$ cat src/rtl/uart_rx_deserializer_if.sv
// uart_rx_deserializer_if
// Bundles the receive-side signals of the UART deserializer.
// master: whoever drives the serial line and the oversampling tick.
// slave : the deserializer itself.
// rx_state exposes the receiver FSM state for checkers and debug.
interface uart_rx_deserializer_if #(
    parameter int DATA_BITS = 8
) ();
    logic                 sample_ENABLE;
    logic                 RxD;
    logic [DATA_BITS-1:0] Rx_DATA;
    logic                 Rx_VALID;
    logic                 Rx_PERROR;
    logic                 Rx_FERROR;
    logic                 Rx_BUSY;
    logic [2:0]           rx_state;

    modport master (
        output sample_ENABLE,
        output RxD,
        input  Rx_DATA,
        input  Rx_VALID,
        input  Rx_PERROR,
        input  Rx_FERROR,
        input  Rx_BUSY,
        input  rx_state
    );

    modport slave (
        input  sample_ENABLE,
        input  RxD,
        output Rx_DATA,
        output Rx_VALID,
        output Rx_PERROR,
        output Rx_FERROR,
        output Rx_BUSY,
        output rx_state
    );
endinterface

$ cat src/rtl/uart_rx_deserializer.sv
// uart_rx_deserializer
// UART receive stage driven by a 16x (OVERSAMPLE) sample_ENABLE tick.
// Synchronises RxD, detects the start bit, samples each bit mid-period,
// checks parity and stop bit and reports the word with one-cycle strobes.
//
// Optional macro UART_RX_MAJORITY_EN: each bit becomes the 2-of-3 majority
// of the samples at cnt == M-1, M, M+1 (decision at M+1).
//
// Output handshake: there is no backpressure. Rx_VALID / Rx_PERROR /
// Rx_FERROR are single-cycle strobes; the consumer must capture Rx_DATA in
// the cycle a strobe is high. Rx_DATA then holds until the next frame ends.
module uart_rx_deserializer #(
    parameter int DATA_BITS  = 8,
    parameter int PARITY_EN  = 1,
    parameter int PARITY_ODD = 0,
    parameter int OVERSAMPLE = 16
) (
    input logic                   clk,
    input logic                   reset,
    uart_rx_deserializer_if.slave rx
);

    localparam int CW = $clog2(OVERSAMPLE + 1);
    localparam int IW = (DATA_BITS > 1) ? $clog2(DATA_BITS) : 1;

    localparam logic [CW-1:0] HALF_M   = CW'(OVERSAMPLE / 2 - 1);
    localparam logic [CW-1:0] FULL_M   = CW'(OVERSAMPLE - 1);
    localparam logic [IW-1:0] LAST_BIT = IW'(DATA_BITS - 1);

`ifdef UART_RX_MAJORITY_EN
    // Decisions land one tick late (M+1); restarting the counter at 1 keeps
    // consecutive sampling points exactly OVERSAMPLE ticks apart.
    localparam logic [CW-1:0] CNT_RESTART = CW'(1);
`else
    localparam logic [CW-1:0] CNT_RESTART = '0;
`endif

    localparam logic [2:0] S_IDLE   = 3'd0;
    localparam logic [2:0] S_START  = 3'd1;
    localparam logic [2:0] S_DATA   = 3'd2;
    localparam logic [2:0] S_PARITY = 3'd3;
    localparam logic [2:0] S_STOP   = 3'd4;
    localparam logic [2:0] S_FINISH = 3'd5;

    logic                 rx_meta;
    logic                 rxs;
    logic [2:0]           state;
    logic [CW-1:0]        cnt;
    logic [IW-1:0]        bit_idx;
    logic [DATA_BITS-1:0] shift_reg;
    logic                 parity_bit;
    logic                 stop_bit;
    logic                 armed;

    logic [DATA_BITS-1:0] data_q;
    logic                 valid_q;
    logic                 perr_q;
    logic                 ferr_q;
    logic                 busy_q;

    logic [CW-1:0]        m_cnt;
    logic                 samp_hit;
    logic                 samp_val;
    logic                 perr_now;

`ifdef UART_RX_MAJORITY_EN
    logic                 s_a;
    logic                 s_b;

    // Capture the two early votes of the majority window.
    always_ff @(posedge clk or posedge reset) begin
        if (reset) begin
            s_a <= 1'b1;
            s_b <= 1'b1;
        end else if (rx.sample_ENABLE) begin
            if (cnt == m_cnt - CW'(1)) s_a <= rxs;
            if (cnt == m_cnt)          s_b <= rxs;
        end
    end
`endif

    // Nominal sampling count for the current bit, sample strobe and value.
    always_comb begin
        m_cnt = (state == S_START) ? HALF_M : FULL_M;
`ifdef UART_RX_MAJORITY_EN
        samp_hit = rx.sample_ENABLE && (cnt == m_cnt + CW'(1));
        samp_val = (s_a & s_b) | (s_a & rxs) | (s_b & rxs);
`else
        samp_hit = rx.sample_ENABLE && (cnt == m_cnt);
        samp_val = rxs;
`endif
        perr_now = (PARITY_EN != 0) &&
                   (((^shift_reg) ^ parity_bit) != (PARITY_ODD != 0));
    end

    // Two-flop synchroniser; idles high so reset does not fake a start bit.
    always_ff @(posedge clk or posedge reset) begin
        if (reset) begin
            rx_meta <= 1'b1;
            rxs     <= 1'b1;
        end else begin
            rx_meta <= rx.RxD;
            rxs     <= rx_meta;
        end
    end

    // Frame FSM: counters advance only on ticks; strobes last one clk.
    always_ff @(posedge clk or posedge reset) begin
        if (reset) begin
            state      <= S_IDLE;
            cnt        <= '0;
            bit_idx    <= '0;
            shift_reg  <= '0;
            parity_bit <= 1'b0;
            stop_bit   <= 1'b1;
            armed      <= 1'b1;
            data_q     <= '0;
            valid_q    <= 1'b0;
            perr_q     <= 1'b0;
            ferr_q     <= 1'b0;
            busy_q     <= 1'b0;
        end else begin
            valid_q <= 1'b0;
            perr_q  <= 1'b0;
            ferr_q  <= 1'b0;
            case (state)
                S_IDLE: begin
                    if (rx.sample_ENABLE) begin
                        if (rxs) begin
                            armed <= 1'b1;
                        end else if (armed) begin
                            state  <= S_START;
                            cnt    <= '0;
                            busy_q <= 1'b1;
                        end
                    end
                end
                S_START: begin
                    if (samp_hit) begin
                        if (!samp_val) begin
                            state   <= S_DATA;
                            cnt     <= CNT_RESTART;
                            bit_idx <= '0;
                        end else begin
                            // Glitch shorter than half a bit: quietly drop it.
                            state  <= S_IDLE;
                            busy_q <= 1'b0;
                        end
                    end else if (rx.sample_ENABLE) begin
                        cnt <= cnt + CW'(1);
                    end
                end
                S_DATA: begin
                    if (samp_hit) begin
                        shift_reg[bit_idx] <= samp_val;
                        cnt                <= CNT_RESTART;
                        if (bit_idx == LAST_BIT) begin
                            state <= (PARITY_EN != 0) ? S_PARITY : S_STOP;
                        end else begin
                            bit_idx <= bit_idx + IW'(1);
                        end
                    end else if (rx.sample_ENABLE) begin
                        cnt <= cnt + CW'(1);
                    end
                end
                S_PARITY: begin
                    if (samp_hit) begin
                        parity_bit <= samp_val;
                        cnt        <= CNT_RESTART;
                        state      <= S_STOP;
                    end else if (rx.sample_ENABLE) begin
                        cnt <= cnt + CW'(1);
                    end
                end
                S_STOP: begin
                    if (samp_hit) begin
                        stop_bit <= samp_val;
                        state    <= S_FINISH;
                    end else if (rx.sample_ENABLE) begin
                        cnt <= cnt + CW'(1);
                    end
                end
                S_FINISH: begin
                    // Publish at mid-stop-bit, leaving half a bit to resync.
                    data_q  <= shift_reg;
                    perr_q  <= perr_now;
                    ferr_q  <= !stop_bit;
                    valid_q <= !perr_now && stop_bit;
                    busy_q  <= 1'b0;
                    // A low stop bit may be a break: wait for idle before rearming.
                    if (!stop_bit) armed <= 1'b0;
                    state   <= S_IDLE;
                end
                default: begin
                    state  <= S_IDLE;
                    busy_q <= 1'b0;
                end
            endcase
        end
    end

    assign rx.Rx_DATA   = data_q;
    assign rx.Rx_VALID  = valid_q;
    assign rx.Rx_PERROR = perr_q;
    assign rx.Rx_FERROR = ferr_q;
    assign rx.Rx_BUSY   = busy_q;
    assign rx.rx_state  = state;

endmodule

$ cat src/flat_wrapper.sv
// flat-port wrapper written by rule: the top's interface ports become plain ports
module uart_rx_deserializer_flat 
#(
    parameter int DATA_BITS  = 8,
    parameter int PARITY_EN  = 1,
    parameter int PARITY_ODD = 0,
    parameter int OVERSAMPLE = 16
)
  (clk, reset, rx_sample_ENABLE, rx_RxD, rx_Rx_DATA, rx_Rx_VALID, rx_Rx_PERROR, rx_Rx_FERROR, rx_Rx_BUSY, rx_rx_state);
  uart_rx_deserializer_if #(.DATA_BITS(DATA_BITS)) rx_i ();
  input logic clk;
  input logic reset;
  input wire logic [$bits(rx_i.sample_ENABLE)-1:0] rx_sample_ENABLE;
  input wire logic [$bits(rx_i.RxD)-1:0] rx_RxD;
  output wire logic [$bits(rx_i.Rx_DATA)-1:0] rx_Rx_DATA;
  output wire logic [$bits(rx_i.Rx_VALID)-1:0] rx_Rx_VALID;
  output wire logic [$bits(rx_i.Rx_PERROR)-1:0] rx_Rx_PERROR;
  output wire logic [$bits(rx_i.Rx_FERROR)-1:0] rx_Rx_FERROR;
  output wire logic [$bits(rx_i.Rx_BUSY)-1:0] rx_Rx_BUSY;
  output wire logic [$bits(rx_i.rx_state)-1:0] rx_rx_state;
  assign rx_i.sample_ENABLE = rx_sample_ENABLE;
  assign rx_i.RxD = rx_RxD;
  assign rx_Rx_DATA = rx_i.Rx_DATA;
  assign rx_Rx_VALID = rx_i.Rx_VALID;
  assign rx_Rx_PERROR = rx_i.Rx_PERROR;
  assign rx_Rx_FERROR = rx_i.Rx_FERROR;
  assign rx_Rx_BUSY = rx_i.Rx_BUSY;
  assign rx_rx_state = rx_i.rx_state;
  uart_rx_deserializer #(.DATA_BITS(DATA_BITS), .PARITY_EN(PARITY_EN), .PARITY_ODD(PARITY_ODD), .OVERSAMPLE(OVERSAMPLE)) u_core (.clk(clk), .reset(reset), .rx(rx_i));
endmodule
$ cat config.mk
export PLATFORM = sky130hd
export DESIGN_NAME = uart_rx_deserializer_flat
export DESIGN_NICKNAME = d
export VERILOG_FILES = /design/src/rtl/uart_rx_deserializer_if.sv /design/src/rtl/uart_rx_deserializer.sv /design/src/flat_wrapper.sv
export SDC_FILE = /design/constraint.sdc
export NUM_CORES = 1
export LEC_CHECK = 0
export BUFFER_PORTS_ARGS = -buffer_cell sky130_fd_sc_hd__buf_2
export CORE_ASPECT_RATIO = 1.4
export CORE_MARGIN = 2
export CORE_UTILIZATION = 31
export DETAILED_ROUTE_END_ITERATION = 7
export HOLD_SLACK_MARGIN = 0.03
export SYNTH_ARGS = -nofsm -noshare
export SYNTH_HDL_FRONTEND = slang
export SYNTH_SLANG_ARGS = --single-unit
$ cat constraint.sdc
create_clock -name clk -period 2.8 [get_ports clk]
set_input_delay 0.28 -clock clk [delete_from_list [all_inputs] [get_ports clk]]
set_output_delay 0.28 -clock clk [all_outputs]
set_load 0.02 [all_outputs]
==> impl_metrics.yaml <==
timing:
  setup_violations: 0
  finalCritPeriodShare_pct: 75.8
  slew_violations: 0
  worstMarginPinSlew_ns: 0.606
  hold_viol: 0
  fin_crit_ns: 2.12
  setup-tns-final_ns: 0
  clock_skew_ns: 0.00608
  slew_headroom_pct: 59.3
  max_freq_mhz: 471
  rsz0062_at_grt: "false"
clock_network:
  post_cts_buffers: 0
  numCtsBuffers: 5
  cts.repair.resized: 0
  h-tree-depth: 2
  cts_buffer_depth: 2
  root_buffer: "clkbuf_8"
  cts_hold_buf: 0
  clk_pin_slew_ns: 0.08
  numClockSinks: 36
  insertion_delay_ns: 0.29
  cts_tree: "yes"
drt:
  drt_wl_total_mm: 3.26
  drt_iter0_markers: 42
  firstDrtPassIters: 4
  drtAntennaViolNets: 0
  vias: 1272
  post_drt_via_cell_ratio: 5.01
  avgRoutedWirePerCell_um: 12.8
  drc_errors: 0
critical_path:
  crit_top_cell: "nor2b_1"
  criticalPathCategory: "reg -> reg"
  cpPeakStageDelay_ns: 0.61
  cp-start-kind: "flop"
  critPathCaptureType: "flop"
  crit_slowest_cell: "dfrtp_1"
  r2r_setup_slack_ns: 0.68
  r2r-start: "u_core.rx.rx_state[1]$_DFFE_PP0P_"
  ff2ff_path_depth: 5
  path_cells: "nor2b_1, nor2b_1, nand3_1, nor3_1, mux2_2"
  worstPathBufferInverterCount: 0
  worstPathRequired_ns: 2.98
  crit_family: "simple AND/OR/NAND/NOR gates"
  reg2reg_to: "u_core.shift_reg[4]$_DFFE_PP0P_"
  crit_fanout: 16
  crit_arrival_ns: 2.30
global_routing:
  track_usage_pct: 11.9
  grt_pass1_vias: 1237
  antenna_found_initial: 0
  grt_start_max_net_pins: 37
  overflow: 0
  grt_pass1_wl_mm: 5.64
synth:
  syn_avg_cell_area_um2: 10.7
  synth-xor-area-share_pct: 4.51
  ys_async_sr_fraction_pct: 100
  synth_compound_area_share_pct: 13.2
  ys_types: 40
  synth_edf_count: 0
  syn_inst: 163
  synth-main-ff-cell: "dfrtp_1"
  synthMuxAreaShare_pct: 9.37
  seq_area_frac_synth_pct: 51.8
  syn_area_mm2: 0.00175
  synth-seq-cells: 36
  synth_top_family_by_area: "simple AND/OR/NAND/NOR gates"
  syn-num-nets: 170
  synth_fa_ha_area_share_pct: 2.15
  synthSimpleGateAreaFrac_pct: 16.4
  synth_warnings: 0
layout:
  area_delta_synth_final_pct: 15.9
  n_fill_cell: 567
  stdcell_area_mm2: 0.00203
  diodes: 0
  drive_above_1_share_pct: 24.2
  final_nets: 192
placed_design:
  place_area_mm2: 0.00192
  io_buffers: 18
  dpl.hpwl_mm: 2.35
  gp_congestion: 0.772
floorplanning:
  core_area_mm2: 0.00549
  dieArea_mm2: 0.00627
  die_w_um: 67.5
  ioPinCount: 19
  start_util_pct: 31.9
  rows: 32
  die_h_um: 92.9
status:
  outcome: "finished clean"
power_and_ir_drop:
  peakVddDrop_v: 0.000289
  p_per_area_mw_per_mm2: 639
  p_leak_nw: 0.936
run:
  drv_cap: 0
min_path:
  hold_path.class: "in -> async"
[cell usage after synthesis, types with 2 or more instances]
library cell | n | area share, %
a21oi_1 | 4 | 1.1
a22o_1 | 3 | 1.5
clkbuf_1 | 3 | 0.64
dfrtp_1 | 32 | 46
dfstp_2 | 4 | 6.0
ha_1 | 3 | 2.1
inv_1 | 7 | 1.5
mux2_2 | 11 | 7.1
mux2i_1 | 4 | 2.3
nand2_1 | 10 | 2.1
nand2b_1 | 4 | 1.4
nand3_1 | 7 | 2.0
nand4_1 | 2 | 0.72
nor2_1 | 7 | 1.5
nor2b_1 | 4 | 1.4
nor3_1 | 4 | 1.1
nor3b_1 | 2 | 0.86
o21ai_0 | 17 | 4.9
o31ai_1 | 6 | 2.6
or3_1 | 2 | 0.72
xnor2_1 | 8 | 4.0
[how the worst max path moves through the flow]
stage,startpoint,end,depth (start not counted)
6_report,u_core.rx.rx_state[1]$_DFFE_PP0P_,u_core.shift_reg[4]$_DFFE_PP0P_,5
5_1_grt,u_core.rx.rx_state[1]$_DFFE_PP0P_,u_core.shift_reg[4]$_DFFE_PP0P_,5
4_1_cts,u_core.rx.rx_state[1]$_DFFE_PP0P_,u_core.shift_reg[4]$_DFFE_PP0P_,5
3_5_place_dp,u_core.rx.rx_state[1]$_DFFE_PP0P_,u_core.shift_reg[4]$_DFFE_PP0P_,5
3_3_place_gp,u_core.rx.rx_state[1]$_DFFE_PP0P_,u_core.shift_reg[4]$_DFFE_PP0P_,5
2_1_floorplan,u_core.rx.rx_state[1]$_DFFE_PP0P_,u_core.shift_reg[4]$_DFFE_PP0P_,5
[placed cells by master, fill, tap and decap left out, types with 5 or more instances in the layout]
cell type  count
o31ai_1        6
clkbuf_8       5
xnor2_1        8
inv_1          7
nor2_1         7
nand2_1       10
o21ai_0       17
buf_2         18
nand3_1        7
dfrtp_1       32
mux2_2        11
[layer usage]
layer  track usage (%)  vias up  share of wire [%]
li1                  -      637                  -
met1              13.8      606                 44
met2              19.7       23                 50
met3              3.52        6                3.9
met4              5.10        0                2.0
met5                 0        -                  0
[report_power, final]
group / switching, mW / internal (mW)
Combinational: 0.119 / 0.0972
Sequential: 0.0598 / 0.566
Clock: 0.190 / 0.263
Total: 0.369 / 0.926
[worst register-to-register path: stages, from the launching register on]
cell and delay, ns:
dfrtp_1 0.61, nor2b_1 0.25, nor2b_1 0.32, nand3_1 0.27
nor3_1 0.21, mux2_2 0.35
[layout make-up]
type                            instances  area [µm²]  share of cell area [%]
Inverter                                8        30.0                    1.48
Clock inverter                          3        42.5                    2.10
Multi-Input combinational cell        115         797                    39.3
Sequential cell                        36         906                    44.7
Timing Repair Buffer                   19        97.6                    4.81
Tap cell                               68        85.1                    4.20
Clock buffer                            5        68.8                    3.40
[per-stage QoR]
stage	instances	hold WS (ns)	setup WS, ns	power, mW	utilization, %
after CTS	254	0.0778	0.682	1.31	37.0
after global placement	246	0.347	0.777	0.851	34.9
after detailed placement	246	0.347	0.688	0.852	34.9
after global routing	254	0.0772	0.507	1.36	37.0
after floorplan	163	0.284	0.979	0.795	-
final	254	0.0854	0.677	1.30	37.0
[cell families (layout without fill, tap and decap cells)]
group                      Yosys count  after routing
AOI/OAI and AO/OA                   37             37
xor gates and xnor gates             9              9
adders and majority gates            3              3
buffers and inverters               12             35
DFF                                 36             36
muxes                               15             15
and+or+nand+nor                     51             51
(Power assumes the default switching activity.)
